--- config.mk ---
export PLATFORM = sky130hd
export DESIGN_NAME = scaled_bitmap_display
export DESIGN_NICKNAME = d
export VERILOG_FILES = /design/src/rtl/scaled_bitmap_display.sv
export SDC_FILE = /design/constraint.sdc
export NUM_CORES = 1
export LEC_CHECK = 0
export ABC_AREA = 1
export CAP_MARGIN = 20
export CORE_ASPECT_RATIO = 2
export CORE_MARGIN = 2
export CORE_UTILIZATION = 45
export DETAILED_ROUTE_END_ITERATION = 10
export SLEW_MARGIN = 10
export SYNTH_ARGS = -nofsm -noshare
export SYNTH_HDL_FRONTEND = slang
export SYNTH_SLANG_ARGS = --single-unit
--- constraint.sdc ---
create_clock -name clk_in -period 1.9 [get_ports clk_in]
set_input_delay 0.38 -clock clk_in [delete_from_list [all_inputs] [get_ports clk_in]]
set_output_delay 0.38 -clock clk_in [all_outputs]
set_load 0.01 [all_outputs]
--- src/rtl/scaled_bitmap_display.sv ---
// Scaled bitmap window renderer: maps raster position onto an external pixel-map ROM
// and converts colour indices to 12-bit RGB through a run-time writable palette.
module scaled_bitmap_display #(
   parameter int IMG_W      = 64,
   parameter int IMG_H      = 62,
   parameter int SCALE_LOG2 = 3,
   parameter int COLOR_BITS = 4,
   parameter int DEFAULT_X  = 0,
   parameter int DEFAULT_Y  = 0,
   parameter int ADDR_W     = $clog2(IMG_W*IMG_H)
) (
   input  logic                  clk_in,
   input  logic                  rst_in,
   input  logic [11:0]           hcount_in,
   input  logic [10:0]           vcount_in,
   input  logic                  frame_start_in,
   input  logic [11:0]           pos_x_in,
   input  logic [10:0]           pos_y_in,
   input  logic                  pos_we_in,
   input  logic                  pal_we_in,
   input  logic [COLOR_BITS-1:0] pal_addr_in,
   input  logic [11:0]           pal_data_in,
   input  logic                  transparent_en_in,
   output logic [ADDR_W-1:0]     rom_addr_out,
   input  logic [COLOR_BITS-1:0] rom_data_in,
   output logic [11:0]           pixel_out,
   output logic                  pixel_valid_out
);

   localparam int PAL_N = 2**COLOR_BITS;
   localparam logic [12:0] WIN_W = 13'(IMG_W << SCALE_LOG2);
   localparam logic [11:0] WIN_H = 12'(IMG_H << SCALE_LOG2);

   function automatic logic [11:0] pal_default(input int idx);
      logic [11:0] rgb;
      case (idx)
         1:       rgb = 12'hD00;
         2:       rgb = 12'hF63;
         3:       rgb = 12'hFB3;
         4:       rgb = 12'h273;
         5:       rgb = 12'h17D;
         6:       rgb = 12'h969;
         7:       rgb = 12'h267;
         8:       rgb = 12'hFFF;
         default: rgb = 12'h000;
      endcase
      return rgb;
   endfunction

   logic [11:0] r_act_x, r_pend_x;
   logic [10:0] r_act_y, r_pend_y;
   logic [11:0] r_relx;
   logic [10:0] r_rely;
   logic        r_c1_valid, r_c2_valid, r_c3_valid;
   logic [ADDR_W-1:0] r_rom_addr;
   logic [11:0] r_pixel;
   logic        r_pixel_valid;
   logic [11:0] r_palette [PAL_N];

   logic        w_in_x, w_in_y;
   logic [ADDR_W-1:0] w_addr;
   logic [11:0] w_pal_rgb;
   logic [11:0] w_pixel_next;
   logic        w_valid_next;

   // Widened compares so a window hanging past the raster edge clips instead of wrapping.
   assign w_in_x = ({1'b0, hcount_in} >= {1'b0, r_act_x}) &&
                   ({1'b0, hcount_in} <  ({1'b0, r_act_x} + WIN_W));
   assign w_in_y = ({1'b0, vcount_in} >= {1'b0, r_act_y}) &&
                   ({1'b0, vcount_in} <  ({1'b0, r_act_y} + WIN_H));

   assign w_addr = ADDR_W'(r_rely >> SCALE_LOG2) * ADDR_W'(IMG_W) + ADDR_W'(r_relx >> SCALE_LOG2);
   assign w_pal_rgb = r_palette[rom_data_in];

   // Pending/active window position; active only moves at frame start.
   always_ff @(posedge clk_in) begin
      if (rst_in) begin
         r_act_x  <= 12'(DEFAULT_X);
         r_act_y  <= 11'(DEFAULT_Y);
         r_pend_x <= 12'(DEFAULT_X);
         r_pend_y <= 11'(DEFAULT_Y);
      end else begin
         if (pos_we_in) begin
            r_pend_x <= pos_x_in;
            r_pend_y <= pos_y_in;
         end
         if (frame_start_in) begin
            r_act_x <= pos_we_in ? pos_x_in : r_pend_x;
            r_act_y <= pos_we_in ? pos_y_in : r_pend_y;
         end
      end
   end

   // Address pipeline: relative coordinates, then ROM address, then ROM-data alignment.
   always_ff @(posedge clk_in) begin
      if (rst_in) begin
         r_relx     <= 12'd0;
         r_rely     <= 11'd0;
         r_c1_valid <= 1'b0;
         r_c2_valid <= 1'b0;
         r_c3_valid <= 1'b0;
         r_rom_addr <= '0;
      end else begin
         r_relx     <= hcount_in - r_act_x;
         r_rely     <= vcount_in - r_act_y;
         r_c1_valid <= w_in_x && w_in_y;
         r_c2_valid <= r_c1_valid;
         r_c3_valid <= r_c2_valid;
         if (r_c1_valid) begin
            r_rom_addr <= w_addr;
         end
      end
   end

   // Palette: reads see the pre-write contents in the cycle of a write.
   always_ff @(posedge clk_in) begin
      if (rst_in) begin
         for (int i = 0; i < PAL_N; i++) begin
            r_palette[i] <= pal_default(i);
         end
      end else if (pal_we_in) begin
         r_palette[pal_addr_in] <= pal_data_in;
      end
   end

   // Final pixel select with optional index-0 transparency.
   always_comb begin
      w_pixel_next = 12'h000;
      w_valid_next = 1'b0;
      if (r_c3_valid && !(transparent_en_in && (rom_data_in == COLOR_BITS'(0)))) begin
         w_pixel_next = w_pal_rgb;
         w_valid_next = 1'b1;
      end else begin
         w_pixel_next = 12'h000;
         w_valid_next = 1'b0;
      end
   end

   // Output register stage.
   always_ff @(posedge clk_in) begin
      if (rst_in) begin
         r_pixel       <= 12'h000;
         r_pixel_valid <= 1'b0;
      end else begin
         r_pixel       <= w_pixel_next;
         r_pixel_valid <= w_valid_next;
      end
   end

   assign rom_addr_out    = r_rom_addr;
   assign pixel_out       = r_pixel;
   assign pixel_valid_out = r_pixel_valid;

endmodule

Yosys cells after proc, flatten, opt, wreduce, memory -nomap -nowiden
Memories as Yosys holds them, arrays and structs flattened. A register that Yosys moved wholly into a read port is not among the register bits.
Index checks and enable logic that the tools add are counted.
{ "totals": {"latchBits": 0, "mem_bits_rw": 192, "mem_bits_ro": 0, "out_inout_bits": 25, "memories": 1, "ff_bits": 83} }
{ "op_classes": {"n_eq_ne": 0, "div_mod_pow": 0, "reduce_logical": 9, "shift": 0, "bitwise_logic": 1, "mul": 0, "mux": 20, "order_cmp": 4, "n_addsub": 5} }
{ "memory_table": {"columns": ["memory", "words", "word_bits", "rd", "rd_ports_with_merged_regs", "wr", "line", "source"], "rows": [
  ["r_palette", 16, 12, 1, 1, 16, "58", "logic [11:0] r_palette [PAL_N];"]
]} }
{ "ops": {"columns": ["operator", "count"], "rows": [
  ["12-bit 2-to-1 mux", 11],
  ["12-bit by 10-bit adder with 13-bit output, second input constant", 1],
  ["12-bit by 13-bit < comparator with 1-bit output", 1],
  ["11-bit by 9-bit adder with 12-bit output, second input constant", 1],
  ["12-bit by 9-bit adder with 12-bit output", 1],
  ["12-bit greater-or-equal comparator", 1],
  ["11-bit by 12-bit < comparator with 1-bit output", 1],
  ["12-bit OR reduction", 1],
  ["12-bit subtractor", 1],
  ["11-bit greater-or-equal comparator", 1],
  ["11-bit 2-to-1 mux", 1],
  ["9-bit subtractor", 1],
  ["1-bit 2-to-1 mux", 7],
  ["1-bit logical AND", 5],
  ["4-bit logical NOT", 1],
  ["4-bit 2-to-1 mux", 1],
  ["2-bit OR reduction", 1],
  ["1-bit logical NOT", 1],
  ["1-bit NOT", 1]
]} }

Depth between registers and ports, before layout
{ "depth": {"word_depth": 6, "depth_mapped": 13, "depth_no_buf": 13} }

Worst setup path before layout
No wires, ideal clock.
{ "synth_timing": {"path_kind": "flip-flop to flip-flop", "startpoint": "reg r_act_y[4]", "endpoint": "reg r_c1_valid", "setup_time_ns": 0.064, "period_less_slack_ns": 1.741, "path_buffers": 0, "setup_slack_ns": 0.159, "t_arrival_ns": 1.678, "required_time_ns": 1.836, "path_stages_with_launch": 11, "cell_sequence": "dfxtp_1 nor3_1 nand2_1 xor2_1 ha_1 a21o_1 a21oi_1 nor2_1 nor2_1 nand2_1 nor2_1"} }
{ "synth_between": {"elab_chain_len": 4, "elab_cells_between_ends": 5, "classes_between": "add/sub (1); order compare (2); reduce/logical (2)"} }
{ "synth_lines": {"columns": ["item", "line", "source"], "rows": [
  ["start, declared", "51", "logic [10:0] r_act_y, r_pend_y;"],
  ["start signal, assigned", "79", "r_act_y <= 11'(DEFAULT_Y);"],
  ["start signal, assigned", "89", "r_act_y <= pos_we_in ? pos_y_in : r_pend_y;"],
  ["11-bit by 9-bit adder with 12-bit output", "70", "({1'b0, vcount_in} < ({1'b0, r_act_y} + WIN_H));"],
  ["11-bit by 12-bit < comparator with 1-bit output", "70", null],
  ["1-bit logical AND *", "69", "assign w_in_y = ({1'b0, vcount_in} >= {1'b0, r_act_y}) &&"],
  ["1-bit logical AND *", "106", "r_c1_valid <= w_in_x && w_in_y;"],
  ["end signal, assigned", "106", null],
  ["end, declared", "54", "logic r_c1_valid, r_c2_valid, r_c3_valid;"]
]} }
Mark *: on every way between the ends. The rest lies on a longest branch, timed or not.
A chain may end at the register's enable or synchronous reset.

Worst setup path in the final report
{ "layout_timing": {"startpoint": "reg r_act_y[5]", "endpoint": "reg r_c1_valid"} }
The elaborated chain is that of the path after synthesis.

==> impl_metrics.env <==
export IMPL_status="complete, no violations"
export IMPL_path_cells="inv_4 -> ha_4 -> nand3_4 -> buf_4 -> xor2_1 -> ha_2 -> a21o_1 -> a21oi_2 -> nor2_1 -> nor2_1 -> nand2_1 -> nor2_2"
export IMPL_gp_congestion=0.911
export IMPL_grt_ovfl_total=0
export IMPL_placed_cells=2002
export IMPL_clock_path_buffers=3
export IMPL_synth_edf_count=192
export IMPL_routed_via_density=5.14
export IMPL_vias=10500
export IMPL_ff2ff_path_depth=12
export IMPL_worst_pin_slew_ns=0.477
export IMPL_final_util=0.569
export IMPL_mostFrequentLayoutCell="nor2_1"
export IMPL_maxCapViolCount=0
export IMPL_synth_seq_area_share=0.568
export IMPL_holdWs_ns=0.407
export IMPL_slew_headroom=0.679
export IMPL_grt_pass1_vias=10600
export IMPL_finalHoldViolations=0
export IMPL_clock_sinks=281
export IMPL_hpwl_um=25100
export IMPL_cp_common_cell="nor2_1"
export IMPL_irDropWorstVdd_uv=717
export IMPL_rsz0062_at_grt="yes"
export IMPL_synth_cell_type_count=39
export IMPL_core_area_um2=29300
export IMPL_min_to="r_c3_valid"
export IMPL_crit_arrival_ns=2.34
export IMPL_rows=89
export IMPL_dominantRegCellSynth="edfxtp_1"
export IMPL_syn_inst=1496
export IMPL_dr_pass1_iters=5
export IMPL_leakage_nw=7.06
export IMPL_antenna_found_initial=1
export IMPL_r2r_end="r_c1_valid"
export IMPL_die_h_um=247
export IMPL_cts_tree="done"
export IMPL_syn_nets=1607
export IMPL_cp_end_kind="register"
export IMPL_ys_ff_latch=281
export IMPL_numCtsBuffers=27
export IMPL_root_buffer="clkbuf_16"
export IMPL_path_max_fanout=3
export IMPL_layout_worst_path_cycle_share=0.981
export IMPL_path_class="register to register"
export IMPL_grt_max_degree=47
export IMPL_path_clk_slew_ns=0.06
export IMPL_maxSlewViolCount=0
export IMPL_cp_slowest_cell="dfxtp_4"
export IMPL_synth_top_area_cell="edfxtp_1"
export IMPL_die_width_um=125
export IMPL_finalNonFillerCells=2054
export IMPL_r2r_setup_slack_ns=0.04
export IMPL_grt_first_pass_wirelength_um=56700
export IMPL_hold_depth=2
export IMPL_htreeDepth=1
export IMPL_layout_nets=1779
export IMPL_rr_startpoint="r_act_y[5]"
export IMPL_dieArea_um2=31000
export IMPL_crit_path_max_incr_delay_ns=0.38
export IMPL_fmax_ghz=0.537
export IMPL_avgSynthCellArea_um2=8.87
export IMPL_pre_cts_ws_ns=-0.205
export IMPL_yosys_top_cells_area="edfxtp_1 43%, dfxtp_1 13%, nor2_1 11%"
export IMPL_min_path_type="register to register"
export IMPL_post_route_min_period_ns=1.86
export IMPL_drtIter0Drc=892
export IMPL_syn2layout_area_growth_pct=25.5
export IMPL_finalWirelength_um=36000
export IMPL_drc=0
export IMPL_layout_common_cells="403 x nor2_1, 258 x nand2_1, 192 x edfxtp_1"
export IMPL_yosys_area_top_type_share=0.434
export IMPL_power_per_cell_area_nw_per_um2=890
export IMPL_setup_ws_ns=0.0364
export IMPL_drive_gt1_frac=0.120
export IMPL_ys_warnings_count=0
export IMPL_hp_start="r_c2_valid"
export IMPL_ys_async_sr_fraction=0
export IMPL_setup_viol=0
export IMPL_crit_required_ns=2.38
export IMPL_wl_per_cell_um=17.5
export IMPL_track_usage=0.234
export IMPL_netlist_area_um2=13300
export IMPL_start_util=0.453
export IMPL_clk_latency_ns=0.55
export IMPL_ios=97
export IMPL_start_kind="register"
export IMPL_port_buffers=96
export IMPL_skew_ns=0.0203
export IMPL_ant_nets=0
==> worst max-delay path by stage <==
stage,start,to,cells past startpoint
2_1_floorplan,r_act_y[4],r_c1_valid,10
5_1_grt,r_act_y[4],r_c1_valid,12
3_5_place_dp,hcount_in[3],r_relx[8],7
3_3_place_gp,hcount_in[3],r_relx[6],8
4_1_cts,r_act_y[4],r_c1_valid,12
6_report,r_act_y[5],r_c1_valid,12
==> final cells by class <==
class | count | area (um^2)
multi-input cells | 999 | 4850
fillers | 2635 | 12600
clock inverters | 8 | 52.6
diodes | 1 | 2.50
well taps | 364 | 455
inverters | 139 | 529
clock buffers | 42 | 923
flip-flops and latches | 281 | 7560
repair buffers | 220 | 2290
==> what timing repair did <==
item                                    4_1_cts  5_1_grt
hold buffers                                  0        0
gates resized for setup                      11       12
buffers inserted                              0        1
endpoints found under the setup margin        1        2
pin swaps                                     2        9
==> power by group <==
group,total [mW],internal (mW),switching [mW]
clock network,5.72,3.37,2.36
registers,7.03,6.89,0.146
logic,2.08,0.890,1.19
total,14.8,11.1,3.69
==> sequential cells by signal, indices dropped and copies added, names as in the netlist <==
signal and cells:
r_palette 192, pixel_out 12, r_act_x 12, r_pend_x 12, rom_addr_out 12, r_act_y 11
r_pend_y 11, r_relx 9, r_rely 6, pixel_valid_out 1, r_c1_valid 1, r_c2_valid 1
r_c3_valid 1
==> logic make-up after synthesis <==
family / Yosys count / share of synthesized area
AO/OA/AOI/OAI: 209 / 0.0888
buffers and inverters: 216 / 0.0712
multiplexers: 23 / 0.0173
AND/OR/NAND/NOR: 721 / 0.212
flip-flops: 281 / 0.568
XOR/XNOR: 7 / 0.00462
adder cells (fa/ha/maj): 39 / 0.0373
==> critical path: cells and delay by family, from the launching register on <==
kind,cells,cell delay (ns)
compound gates,2,0.31
xor+xnor,1,0.14
fa+ha+maj,2,0.32
buf+inv,2,0.21
flops,1,0.38
simple gates,5,0.44
==> cell usage after synthesis (all sizes together) (3+ instances only) <==
| library cell | instances |
|---|---|
| nand4 | 7 |
| inv | 138 |
| nand3 | 40 |
| xnor2 | 3 |
| ha | 38 |
| a21o | 4 |
| nand2 | 258 |
| nor2 | 410 |
| o211ai | 43 |
| xor2 | 4 |
| dfxtp | 89 |
| o21ai | 116 |
| buf | 41 |
| mux2i | 23 |
| clkbuf | 36 |
| edfxtp | 192 |
| a21oi | 40 |
==> metal layers <==
| layer | wire, um | vias up | GRT usage |
|---|---|---|---|
| met1 | 15700 | 4932 | 0.312 |
| met2 | 17300 | 305 | 0.393 |
| met4 | 1310 | 0 | 0.0899 |
| met3 | 1690 | 71 | 0.0251 |
| met5 | 0 | - | 0 |
| li1 | - | 5241 | - |
==> metrics by stage <==
step           cell area (um^2)  TNS (ns)  power [mW]
6_report                  16700         0        14.8
5_1_grt                   16700   -0.0578        15.4
4_1_cts                   16600         0        14.9
3_5_place_dp              15600    -32.46        9.20
3_3_place_gp              15600    -24.66        9.16
2_1_floorplan             13300         0        8.25
Note: power is estimated with default switching activity, not from simulation.
